### config.mk
export PLATFORM = sky130hd
export DESIGN_NAME = sign_window_stats
export DESIGN_NICKNAME = d
export VERILOG_FILES = /design/src/rtl/sign_window_stats_pkg.sv /design/src/rtl/sign_run_tracker.sv /design/src/rtl/sign_window_stats.sv
export SDC_FILE = /design/constraint.sdc
export NUM_CORES = 1
export LEC_CHECK = 0
export ABC_CLOCK_PERIOD_IN_PS = 2400
export BUFFER_PORTS_ARGS = -buffer_cell sky130_fd_sc_hd__buf_2
export CAP_MARGIN = 30
export CORE_UTILIZATION = 56
export DETAILED_ROUTE_END_ITERATION = 8
export GPL_ROUTABILITY_DRIVEN = 0
export GPL_TIMING_DRIVEN = 0
export PLACE_DENSITY = 0.86
export SLEW_MARGIN = 20
export SYNTH_ARGS = -nofsm -noshare
export SYNTH_HDL_FRONTEND = slang
export SYNTH_HIERARCHICAL = 1
export SYNTH_SLANG_ARGS = --single-unit
### constraint.sdc
create_clock -name clk -period 2.4 [get_ports clk]
set_input_delay 0.48 -clock clk [delete_from_list [all_inputs] [get_ports clk]]
set_output_delay 0.48 -clock clk [all_outputs]
set_load 0.01 [all_outputs]
### src/rtl/sign_window_stats_pkg.sv
// Shared types and width helpers for the sign window statistics block.
// Optional run tracking is enabled with SIGN_WINDOW_STATS_RUN_EN.
package sign_window_stats_pkg;

  typedef enum logic {
    IDLE = 1'b0,
    ACC  = 1'b1
  } state_t;

  function automatic int cnt_w(input int window);
    return $clog2(window + 1);
  endfunction

  function automatic int sum_w(input int width, input int window);
    return width + $clog2(window);
  endfunction

  function automatic int sign_bit(input int width);
    return width - 1;
  endfunction

endpackage

### src/rtl/sign_run_tracker.sv
// Tracks the current and longest run of negative samples in a window.
// Built only when SIGN_WINDOW_STATS_RUN_EN is defined.
module sign_run_tracker
  import sign_window_stats_pkg::*;
#(
  parameter int W = 5
) (
  input  logic         clk,
  input  logic         rst,
  input  logic         start,
  input  logic         accept,
  input  logic         sign,
  output logic [W-1:0] max_next
);

  logic [W-1:0] cur_run;
  logic [W-1:0] max_run;
  logic [W-1:0] cur_next;

  // max_next already includes the sample accepted this cycle
  always_comb begin
    cur_next = cur_run;
    max_next = max_run;
    if (start) begin
      cur_next = accept ? W'(sign) : '0;
      max_next = cur_next;
    end else if (accept) begin
      cur_next = sign ? cur_run + W'(1) : '0;
      max_next = (cur_next > max_run) ? cur_next : max_run;
    end
  end

  always_ff @(posedge clk or posedge rst) begin
    if (rst) begin
      cur_run <= '0;
      max_run <= '0;
    end else begin
      cur_run <= cur_next;
      max_run <= max_next;
    end
  end

endmodule

### src/rtl/sign_window_stats.sv
// Per-window negative/non-negative counts and signed sum of a sample stream.
// Define SIGN_WINDOW_STATS_RUN_EN to report the longest negative run.
module sign_window_stats
  import sign_window_stats_pkg::*;
#(
  parameter  int WIDTH  = 8,
  parameter  int WINDOW = 16,
  localparam int CNT_W  = cnt_w(WINDOW),
  localparam int SUM_W  = sum_w(WIDTH, WINDOW)
) (
  input  logic             clk,
  input  logic             rst,
  input  logic             in_valid,
  input  logic [WIDTH-1:0] in_data,
  input  logic             clear,
  output logic             out_valid,
  output logic [CNT_W-1:0] neg_count,
  output logic [CNT_W-1:0] pos_count,
  output logic [SUM_W-1:0] sum,
  output logic [CNT_W-1:0] max_neg_run
);

  localparam int SB = sign_bit(WIDTH);

  state_t           state;
  state_t           next_state;
  logic [CNT_W-1:0] cnt;
  logic [CNT_W-1:0] neg_acc;
  logic [CNT_W-1:0] pos_acc;
  logic [SUM_W-1:0] sum_acc;

  logic             accept;
  logic             last;
  logic             sign;
  logic [SUM_W-1:0] ext;
  logic [CNT_W-1:0] neg_next;
  logic [CNT_W-1:0] pos_next;
  logic [SUM_W-1:0] sum_next;

  // clear wins over a simultaneous sample
  assign accept = in_valid & ~clear;
  assign last   = accept & (state == ACC) &
                  (cnt == CNT_W'(WINDOW - 1));
  assign sign   = in_data[SB];
  assign ext    = {{(SUM_W - WIDTH){sign}}, in_data};

  assign neg_next = neg_acc + CNT_W'(sign);
  assign pos_next = pos_acc + CNT_W'(~sign);
  assign sum_next = sum_acc + ext;

  always_comb begin
    next_state = state;
    if (clear) begin
      next_state = IDLE;
    end else begin
      case (state)
        IDLE: if (in_valid) next_state = ACC;
        ACC:  if (last)     next_state = IDLE;
        default:            next_state = IDLE;
      endcase
    end
  end

  always_ff @(posedge clk or posedge rst) begin
    if (rst) begin
      state     <= IDLE;
      cnt       <= '0;
      neg_acc   <= '0;
      pos_acc   <= '0;
      sum_acc   <= '0;
      out_valid <= 1'b0;
      neg_count <= '0;
      pos_count <= '0;
      sum       <= '0;
    end else begin
      state     <= next_state;
      out_valid <= last;
      if (clear) begin
        cnt     <= '0;
        neg_acc <= '0;
        pos_acc <= '0;
        sum_acc <= '0;
      end else if (last) begin
        cnt       <= '0;
        neg_acc   <= '0;
        pos_acc   <= '0;
        sum_acc   <= '0;
        neg_count <= neg_next;
        pos_count <= pos_next;
        sum       <= sum_next;
      end else if (accept) begin
        cnt     <= cnt + CNT_W'(1);
        neg_acc <= neg_next;
        pos_acc <= pos_next;
        sum_acc <= sum_next;
      end
    end
  end

`ifdef SIGN_WINDOW_STATS_RUN_EN
  logic             run_start;
  logic [CNT_W-1:0] run_max;

  // first sample of a window restarts the run so runs never span windows
  assign run_start = clear | (accept & (state == IDLE));

  sign_run_tracker #(
    .W (CNT_W)
  ) u_run (
    .clk      (clk),
    .rst      (rst),
    .start    (run_start),
    .accept   (accept),
    .sign     (sign),
    .max_next (run_max)
  );

  always_ff @(posedge clk or posedge rst) begin
    if (rst) begin
      max_neg_run <= '0;
    end else if (last) begin
      max_neg_run <= run_max;
    end
  end
`else
  assign max_neg_run = '0;
`endif

endmodule
==> results of run 1 <==
## power by group
group	switching, mW	internal [mW]	total, mW	leakage, nW
registers	0.0330	0.903	0.936	0.697
clock network	0.256	0.195	0.451	0.0371
logic	0.212	0.167	0.379	0.761
## final cells by class
class,count,area [sq um],area share [%]
sequential,51,1280,43.6
multi-input combinational,194,1220,41.6
tap,52,65.1,2.22
timing repair buffer,35,190,6.50
inverter,9,33.8,1.15
clock buffer,6,72.6,2.48
buffer,14,71.3,2.44
## worst max-delay path: stages, from the launching register on
cell and delay (ns):
sky130_fd_sc_hd__dfrtp_1 0.41, sky130_fd_sc_hd__ha_1 0.24, sky130_fd_sc_hd__and3_1 0.19, sky130_fd_sc_hd__ha_1 0.19, sky130_fd_sc_hd__nand3_1 0.11, sky130_fd_sc_hd__clkbuf_1 0.36, sky130_fd_sc_hd__clkbuf_1 0.46, sky130_fd_sc_hd__nand2_1 0.11
sky130_fd_sc_hd__o21ai_0 0.10
## cell families (layout without fill, tap and decap cells)
logic type,after synthesis,in the layout,synth area share (%)
simple gates,81,81,13.0
flops,51,51,49.4
fa+ha+maj,18,18,9.00
buf+inv,23,64,4.07
mux,2,2,0.968
other cells,1,5,0.145
xor+xnor,18,18,6.63
compound gates,70,70,16.8
## per-stage QoR
step | hold WS (ns) | setup TNS (ns) | cell area [sq um] | util, % | instances
6_report | 0.184 | 0 | 2930 | 66.8 | 361
5_1_grt | 0.210 | 0 | 2930 | 66.8 | 361
4_1_cts | 0.186 | 0 | 2930 | 66.8 | 361
3_5_place_dp | 0.461 | -0.0261 | 2860 | 65.1 | 355
3_3_place_gp | 0.456 | 0 | 2840 | 64.7 | 354
2_1_floorplan | 0.450 | 0 | 2600 | - | 268
## metal layers
layer	global-route usage, %	vias to the layer above	part of all wire (%)
met4	7.33	0	1.4
met5	0	-	0
met2	36.5	40	49
met1	27.7	932	46
li1	-	976	-
met3	4.76	7	3.8
## cells in the mapped netlist (all sizes together) (2+ instances only)
master | instances | area [sq um]
nor2 | 8 | 30.0
xnor2 | 9 | 78.8
a21o | 4 | 30.0
o21ai | 45 | 229
buf | 5 | 37.5
ha | 17 | 213
xor2 | 8 | 70.1
inv | 9 | 33.8
and3 | 2 | 12.5
nand3 | 4 | 20.0
nand4 | 2 | 12.5
a21oi | 6 | 30.0
o211ai | 3 | 22.5
nor3 | 3 | 15.0
nand2 | 57 | 214
clkbuf | 9 | 33.8
a211oi | 3 | 27.5
a22o | 5 | 43.8
nand2b | 2 | 12.5
dfrtp | 51 | 1280
## sequential cells by signal (all words and copies together) (netlist names)
signal	count
sum	12
pos_count	5
cnt	5
neg_count	5
neg_acc	5
pos_acc	5
state	1
out_valid	1
sum_acc	12
## what timing repair did
action,in CTS,in global routing
endpoints found under the hold margin,0,0
setup endpoints to repair,0,1
gates resized for setup,0,1
## how the worst max path moves through the flow
stage / startpoint / endpoint
after floorplan: in_data[0] / sum_acc[8]
final: cnt[0] / neg_count[3]
after global placement: in_data[0] / sum_acc[10]
after global routing: sum_acc[0] / sum[10]
after detailed placement: in_data[0] / sum_acc[8]
after CTS: cnt[0] / neg_count[3]
==> summary.md, run 1 <==
| Metric | Value |
|---|---|
| Sort of element at the start of the critical path | `flip-flop` |
| Worst-path clk slew | `0.08 ns` |
| Post-layout power | `between 1.5 and 2 mW` |
| Detailed Place HPWL | `between 3 and 4 mm` |
| Commonest cells after routing, fill and taps aside | `sky130_fd_sc_hd__nand2_1, sky130_fd_sc_hd__dfrtp_1, sky130_fd_sc_hd__o21ai_0, sky130_fd_sc_hd__buf_2, sky130_fd_sc_hd__ha_1` |
| Clock root buffer | `sky130_fd_sc_hd__clkbuf_8` |
| Crit Path Class | `reg2reg` |
| Relative max-transition margin | `58.9%` |
| Post-detailed-routing wire length | `4.90 mm` |
| Final nets | `between 300 and 400` |
| Endpoint of the worst register-to-register path | `neg_count[3]` |
| Total setup buffers inserted after CTS | `0` |
| Total gr overflow | `0` |
| Latest clock arrival within the worst-skew pair | `about 0.3 ns` |
| Crit share post-route | `93.6%` |
| Main flop type after synthesis | `sky130_fd_sc_hd__dfrtp_1` |
| Cts-stage hold buffer count | `0` |
| Max-capacitance violation count | `0` |
| DRC marker count from the first detailed-route iteration | `between 70 and 80` |
| Share of async-settable or async-resettable flops after synthesis | `100%` |
| Worst Max-Slew Pin Slew | `approximately 0.6 ns` |
| I/O Buffers | `34` |
| Leading cell type in the layout, fill and taps excluded | `sky130_fd_sc_hd__nand2_1` |
| X dimension of the die | `about 70 microns` |
| Vias in the first global route | `between 1500 and 2000` |
| Number of synthesis warnings | `6` |
| Gr usage total | `21.7%` |
| Required time worst endpoint | `2.62 ns` |
| RSZ-0062 raised after global routing | `false` |
| # fillers | `roughly 370` |
| Type of the most critical hold path | `in2async` |
| Maximum resistive drop on vdd | `between 300 and 400 uV` |
| N_diodes | `0` |
| Syn Inst Count | `264` |
| DRC Markers | `0` |
| Clock Tree Buf Depth | `2` |
| Number of H-tree levels | `2` |
| Number of flops mapped to enable cells by yosys | `0` |
| Arr. time, crit path | `between 2 and 2.5 ns` |
| Worst Path Max Fanout | `10` |
| Avg Cell Area, Syn | `a little under 10 sq um` |
| CORE AREA | `4380 sq um` |
| Worst reg2reg path depth | `8` |
| Number of register bits inferred by synthesis | `51` |
| Post-Synthesis Cell Area | `2580 sq um` |
| Synth unique cells | `34` |
| Share of cells above drive strength 1 | `16.5%` |
| Number of sinks handled by clock tree synthesis | `51` |
| Detailed-route vias per instance | `approximately 5.4` |
| Critical Path End Type | `flip-flop` |
| Largest net degree at the start of global routing | `32` |
| Status | `finished, final reports clean` |
| Total via count in the routed design | `around 2000` |
| Antenna violation net count after detailed routing | `0` |
| Final count of negative-setup-slack endpoints | `0` |
| R2R setup slack | `0.15 ns` |
| Fraction of the yosys area taken by sequential cells | `between 40% and 50%` |
| Number of optimization iterations in the first detailed-route pass | `4` |
| First-pass GRT wire length | `8.26 mm` |
| Die area | `slightly below 5000 sq um` |
| Setup clock skew after layout | `about 0.0052 ns` |
| Total power density per cell area | `approximately 600 nW/um^2` |
| Antenna violations before repair | `0` |
| Fmax | `445 MHz` |
| Row cnt | `24` |
| Worst setup timing slack at the placement stage | `-0.0261 ns` |
| Final routed wire length divided by cell count | `roughly 14 microns` |
| Effective utilization at floorplan | `between 50% and 60%` |
| Leak pwr | `1.49 nW` |
| Hold Vio Cnt, Final | `0` |
| Final setup slack of the worst path | `between 0.15 and 0.2 ns` |
| Die Y-Extent | `around 70 microns` |
| I/O pin cnt | `40` |
| Growth of design area from synthesis to finish | `13.3%` |
| Shortest period the worst path allows | `around 2.2 ns` |
| Count of final max-slew check failures | `0` |
| Worst R2R Start | `cnt[0]` |
| Inserted Clock Buffers | `5` |
| Clock tree from TritonCTS | `built` |
No activity file was read; power rests on OpenSTA's default activity.
==> run 2: changes to the inputs <==
GPL_ROUTABILITY_DRIVEN = default   (was 0)
SETUP_SLACK_MARGIN = 0.3   (was default)
==> run 2 against run 1 <==
Effect of this change:
- maximum frequency up 12%
- register-to-register slack better by 0.24 ns
- flip-flop and latch count did not move
- cell count increased by 1.1%
- highest routed layer unchanged
==> summary.md, run 2 (synthesis results as in run 1) <==
| Metric | Value |
|---|---|
| Count of final max-slew check failures | `0` |
| X dimension of the die | `about 70 microns` |
| Setup total negative slack | `0 ns` |
| Status | `finished, final reports clean` |
| Cells traversed along the worst timing path | `ha_4 -> inv_1 -> fa_2 -> or2b_1 -> a21oi_2 -> a211oi_2 -> o21ai_1 -> xnor2_1 -> o21ai_0` |
| Last weighted congestion value of the routability-driven placer | `0.853` |
| Fmax | `approximately 500 MHz` |
| Detailed-route vias per instance | `~5.3` |
| CORE AREA | `between 4000 and 5000 sq um` |
| Critical Path End Type | `flip-flop` |
| Post-detailed-routing wire length | `slightly below 5 mm` |
| Worst reg2reg path depth | `9` |
| Largest net degree at the start of global routing | `32` |
| Leading cell type in the layout, fill and taps excluded | `sky130_fd_sc_hd__nand2_1` |
| Maximum resistive drop on vdd | `roughly 380 uV` |
| I/O Buffers | `34` |
| Total via count in the routed design | `around 2000` |
| Total gr overflow | `0` |
| Final routed wire length divided by cell count | `about 14 microns` |
| Crit share post-route | `about 84%` |
| Largest stage delay, worst path | `0.39 ns` |
| Final count of negative-setup-slack endpoints | `0` |
| Commonest cells after routing, fill and taps aside | `sky130_fd_sc_hd__nand2_1, sky130_fd_sc_hd__dfrtp_1, sky130_fd_sc_hd__o21ai_0, sky130_fd_sc_hd__buf_2, sky130_fd_sc_hd__ha_1` |
| Top Registers | `sum: 12 flops, sum_acc: 12 flops` |
| Cts-stage hold buffer count | `0` |
| Number of H-tree levels | `2` |
| Final nets | `344` |
| Effective utilization at floorplan | `about 59%` |
| Leak pwr | `~1.5 nW` |
| Post-layout power | `1.81 mW` |
| RSZ-0062 raised after global routing | `true` |
| Detailed Place HPWL | `roughly 3.7 mm` |
| Clock Tree Buf Depth | `2` |
| Number of optimization iterations in the first detailed-route pass | `4` |
| Shortest period the worst path allows | `2.01 ns` |
| DRC Markers | `0` |
| Latest clock arrival within the worst-skew pair | `approximately 0.30 ns` |
| Clock root buffer | `sky130_fd_sc_hd__clkbuf_8` |
| Setup clock skew after layout | `0.00654 ns` |
| Worst Max-Slew Pin Slew | `around 0.63 ns` |
| Row cnt | `24` |
| DRC marker count from the first detailed-route iteration | `between 60 and 70` |
| Placed inst area | `around 2900 sq um` |
| Final setup slack of the worst path | `0.392 ns` |
| Crit-path slowest cell | `sky130_fd_sc_hd__dfrtp_1` |
| Final Hold Slack | `around 0.18 ns` |
| Die area | `about 4900 sq um` |
| Worst Path Max Fanout | `3` |
| Max-capacitance violation count | `0` |
| Area of all placed cells without fillers | `roughly 3000 sq um` |
| Growth of design area from synthesis to finish | `16.8%` |
| Total power density per cell area | `about 600 nW/um^2` |
| # fillers | `355` |
| Share of cells above drive strength 1 | `approximately 21%` |
| I/O pin cnt | `40` |
| Type of the most critical hold path | `in2async` |
| Relative max-transition margin | `between 50% and 60%` |
| Die Y-Extent | `between 60 and 70 microns` |
| Vias in the first global route | `approximately 1900` |
| Antenna violations before repair | `0` |
| Antenna violation net count after detailed routing | `0` |
| Sort of element at the start of the critical path | `flip-flop` |
| Number of sinks handled by clock tree synthesis | `51` |
| Worst-path clk slew | `0.08 ns` |
| Clock tree from TritonCTS | `built` |
| Worst setup timing slack at the placement stage | `-0.0261 ns` |
| Arr. time, crit path | `2.19 ns` |
| Hold Vio Cnt, Final | `0` |
| First-pass GRT wire length | `about 8.3 mm` |
| N_diodes | `0` |
| Required time worst endpoint | `between 2 and 3 ns` |
| Gr usage total | `21.7%` |
| Crit Path Class | `reg2reg` |
| Inserted Clock Buffers | `5` |
run 2: final timing paths:
kind,slack (ns),start,endpoint
setup / recovery,0.39,sum_acc[0],sum_acc[10]
hold / removal,0.18,rst,sum_acc[6]
setup reg to reg,0.39,sum_acc[0],sum_acc[10]
hold reg to reg,0.47,sum[7],sum[7]
max in group asynchronous,1.70,rst,pos_acc[4]
min in group clk,0.47,sum[7],sum[7]
run 2: worst max-delay path, delay by kind of cell (launching register included):
| family | cells | cell delay [ns] |
|---|---|---|
| AND/OR/NAND/NOR | 1 | 0.26 |
| buffers and inverters | 1 | 0.05 |
| XOR/XNOR | 1 | 0.18 |
| AO/OA/AOI/OAI | 4 | 0.50 |
| flip-flops | 1 | 0.39 |
| adder cells (fa/ha/maj) | 2 | 0.50 |
run 2: area by class of cell:
cell class | instances | area (sq um) | share of cell area, %
clock buffer | 6 | 72.6 | 2.40
multi-input combinational | 194 | 1270 | 42.2
timing repair buffer | 39 | 223 | 7.37
inverter | 9 | 33.8 | 1.12
tap | 52 | 65.1 | 2.15
sequential | 51 | 1280 | 42.3
buffer | 14 | 76.3 | 2.53
run 2: metal layers:
layer / vias to the layer above / track usage, % / routed length (microns)
li1: 988 / - / -
met1: 912 / 27.7 / 2260
met2: 44 / 36.8 / 2410
met3: 7 / 4.76 / 224
met4: 0 / 7.33 / 70
met5: - / 0 / 0
run 2: metrics by stage:
step | instances | utilization [%]
global route | 365 | 68.9
floorplan | 268 | -
global placement | 354 | 64.7
detailed placement | 355 | 65.1
CTS | 362 | 67.4
finish | 365 | 68.9
run 2: power breakdown:
part           internal (mW)  leakage (nW)  switching (mW)
Clock                  0.195        0.0371           0.255
Sequential             0.903         0.697          0.0353
Combinational          0.193         0.788           0.225
Total                   1.29          1.52           0.515
run 2: what timing repair did:
action | CTS | global route
setup buffers | 1 | 3
pin swaps | 2 | 8
gates resized for setup | 7 | 13
endpoints found under the setup margin | 20 | 22
==> run 3: changes to the inputs <==
ABC_AREA = 1   (was default)
ABC_CLOCK_PERIOD_IN_PS = 1800   (was 2400)
CORE_UTILIZATION = 51   (was 56)
PLACE_DENSITY = 0.82   (was 0.86)
clock period = 1.8 ns   (was 2.4 ns; I/O delays follow)
==> run 3 against run 2 <==
Effect of this change:
- total power increased by 52%
- combinational power increased by 94%
- global-route usage increased by 5.4 points
- largest cell class is now multi-input combinational cells
==> summary.md, run 3 <==
| Metric | Value |
|---|---|
| Status | `finished, final reports clean` |
| Main flop type after synthesis | `sky130_fd_sc_hd__dfrtp_1` |
| Complex-gate fraction of the synthesized area | `under 10%` |
| Number of sinks handled by clock tree synthesis | `slightly above 50` |
| Total power density per cell area | `around 730 nW/um^2` |
| Cts-stage hold buffer count | `0` |
| Number of register bits inferred by synthesis | `approximately 50` |
| Vias in the first global route | `between 2000 and 2500` |
| Clock power share | `~25%` |
| Die area | `~5700 sq um` |
| Max-capacitance violation count | `0` |
| Post-detailed-routing wire length | `about 8.3 mm` |
| Maximum resistive drop on vdd | `528 uV` |
| Fraction of the yosys area taken by sequential cells | `~46%` |
| Row cnt | `26` |
| Final nets | `roughly 430` |
| Crit Path Class | `reg2reg` |
| Number of optimization iterations in the first detailed-route pass | `5` |
| DRC marker count from the first detailed-route iteration | `between 200 and 250` |
| Final Hold Slack | `~0.026 ns` |
| Fraction of synthesized area in multiplexers | `0%` |
| Clock Tree Buf Depth | `2` |
| Latest clock arrival within the worst-skew pair | `0.32 ns` |
| N_diodes | `0` |
| Final count of negative-setup-slack endpoints | `0` |
| Antenna violations before repair | `0` |
| RSZ-0062 raised after global routing | `true` |
| Share of async-settable or async-resettable flops after synthesis | `between 90% and 100%` |
| Area share of the leading cell type in the synthesized netlist | `about 46%` |
| Number of H-tree levels | `2` |
| List of most frequent post-synthesis cells | `sky130_fd_sc_hd__nand2_1, sky130_fd_sc_hd__dfrtp_1, sky130_fd_sc_hd__inv_1` |
| Die Y-Extent | `about 75 microns` |
| Combinational cell fraction of total power | `29.5%` |
| I/O Buffers | `34` |
| Final routed wire length divided by cell count | `between 15 and 20 microns` |
| Total via count in the routed design | `between 2000 and 3000` |
| Clock tree from TritonCTS | `built` |
| Share of cells above drive strength 1 | `roughly 35%` |
| Last weighted congestion value of the routability-driven placer | `between 0.8 and 0.9` |
| Synth unique cells | `28` |
| Avg Cell Area, Syn | `slightly above 8 sq um` |
| Setup clock skew after layout | `0.0127 ns` |
| Gr usage total | `between 20% and 30%` |
| Worst Path Max Fanout | `6` |
| Growth of design area from synthesis to finish | `36.7%` |
| Leading cell type in the layout, fill and taps excluded | `sky130_fd_sc_hd__nand2_1` |
| Hold Vio Cnt, Final | `0` |
| Detailed-route vias per instance | `around 5.7` |
| Setup total negative slack | `0 ns` |
| Sort of element at the start of the critical path | `flip-flop` |
| Synth top area cells | `sky130_fd_sc_hd__dfrtp_1, sky130_fd_sc_hd__nand2_1, sky130_fd_sc_hd__ha_1` |
| # fillers | `325` |
| Post-Synthesis Cell Area | `around 2700 sq um` |
| Commonest cells after routing, fill and taps aside | `sky130_fd_sc_hd__nand2_1, sky130_fd_sc_hd__dfrtp_1, sky130_fd_sc_hd__buf_2, sky130_fd_sc_hd__inv_1, sky130_fd_sc_hd__nand3_1` |
| Leak pwr | `1.96 nW` |
| Pint | `roughly 1.8 mW` |
| Inserted Clock Buffers | `5` |
| Switching pwr | `approximately 930 uW` |
| Total gr overflow | `0` |
| Cell taking the most area after synthesis | `sky130_fd_sc_hd__dfrtp_1` |
| I/O pin cnt | `40` |
| X dimension of the die | `roughly 75 microns` |
| Number of flops mapped to enable cells by yosys | `0` |
| Top Registers | `sum: 12 flops, sum_acc: 12 flops` |
| Shortest period the worst path allows | `roughly 1.7 ns` |
| Most common cell in the netlist | `sky130_fd_sc_hd__nand2_1` |
| DRC Markers | `0` |
| Antenna violation net count after detailed routing | `0` |
| Share of the synthesized netlist area taken by xor and xnor gates | `between 4 and 5%` |
| Fmax | `between 500 and 600 MHz` |
| CORE AREA | `~5000 sq um` |
| Sequential Power Share | `between 40% and 50%` |
| Main combinational cell family by area after synthesis | `simple AND/OR/NAND/NOR gates` |
| Type of the most critical hold path | `in2async` |
| Required time worst endpoint | `~2 ns` |
| Switching part of the total power | `33.9%` |
| Detailed Place HPWL | `4.27 mm` |
| Arr. time, crit path | `~1.9 ns` |
| Count of final max-slew check failures | `0` |
| Share of synthesized cell area in full adder, half adder and majority cells | `8.47%` |
| First-pass GRT wire length | `~11 mm` |
| Largest net degree at the start of global routing | `36` |
| Crit share post-route | `between 90% and 100%` |
| Critical Path End Type | `flip-flop` |
| Number of synthesis warnings | `6` |
| Worst-path clk slew | `0.10 ns` |
| Clock root buffer | `sky130_fd_sc_hd__clkbuf_8` |
| Effective utilization at floorplan | `53.5%` |
| Simple-Gate Fraction of Synth Area | `23.6%` |
| Syn Inst Count | `approximately 330` |
run 3: cell types whose count changed in the layout (fill, tap and decap cells not counted), sizes merged, moves of 4 or more:
cell    before  now
inv          9   38
nor2         8   12
nand3        4   25
nand2       57  111
a22o         5    1
a21o         4    0
buf         43   67
clkbuf      16    8
o21ai       45   27
o22ai        0    6
run 3: cells by family after synthesis:
group / after synthesis
compound gates: 40
xor+xnor: 13
fa+ha+maj: 18
buf+inv: 53
flops: 51
other cells: 1
simple gates: 155
run 3: area by class of cell:
type	instances	area (sq um)	area share, %
multi-input cells	231	1570	41.7
flip-flops and latches	51	1280	34.0
repair buffers	56	434	11.6
inverters	40	164	4.36
plain buffers	13	138	3.66
well taps	70	87.6	2.33
clock buffers	6	72.6	1.93
clock inverters	2	17.5	0.466
run 3: metal layers:
metal | global-route usage, % | vias to the layer above | wire length [microns]
met5 | 0 | - | 0
li1 | - | 1182 | -
met1 | 34.1 | 1289 | 3240
met3 | 5.03 | 41 | 609
met2 | 44.8 | 173 | 4100
met4 | 13.8 | 0 | 297
run 3: what timing repair did:
item	4_1_cts	5_1_grt
cloned	2	2
setup endpoints to repair	51	51
resized for setup	51	43
pin swaps	9	9
buffers inserted	11	6
run 3: power groups by stage:
stage	sequential [mW]	clock, mW	combinational (mW)
global placement	1.26	0	0.507
floorplan	1.25	0	0.414
finish	1.25	0.681	0.812
detailed placement	1.26	0	0.532
CTS	1.25	0.689	0.655
global route	1.26	0.731	0.865
run 3: final timing paths:
kind                       cells after the start          to    from  slack (ns)
min in group clk                               2      sum[6]  sum[6]        0.48
max in group asynchronous                      3  sum_acc[4]     rst        1.27
setup / recovery                               9  neg_acc[1]  cnt[1]         0.1
hold / removal                                 2      sum[2]     rst        0.03
hold reg to reg                                2      sum[6]  sum[6]        0.48
setup reg to reg                               9  neg_acc[1]  cnt[1]         0.1
run 3: worst max-delay path, cell delays in order, from the launching register on:
cell and delay (ns):
sky130_fd_sc_hd__dfrtp_1 0.38, sky130_fd_sc_hd__ha_2 0.20, sky130_fd_sc_hd__nand2_2 0.08, sky130_fd_sc_hd__nor2_2 0.13, sky130_fd_sc_hd__ha_2 0.21, sky130_fd_sc_hd__nand3_4 0.12
sky130_fd_sc_hd__nand2_4 0.11, sky130_fd_sc_hd__buf_8 0.14, sky130_fd_sc_hd__buf_8 0.13, sky130_fd_sc_hd__o21ai_1 0.08
run 3: per-stage QoR:
stage	total power, mW	worst slack [ns]	instances	utilization [%]	instance area (sq um)
after global routing	2.85	0.0693	469	73.1	3760
after detailed placement	1.79	0.0235	440	59.4	3050
after CTS	2.59	0.187	461	68.0	3500
final	2.75	0.0971	469	73.1	3760
after floorplan	1.66	0.302	335	-	2770
after global placement	1.76	0.0715	439	59.0	3030
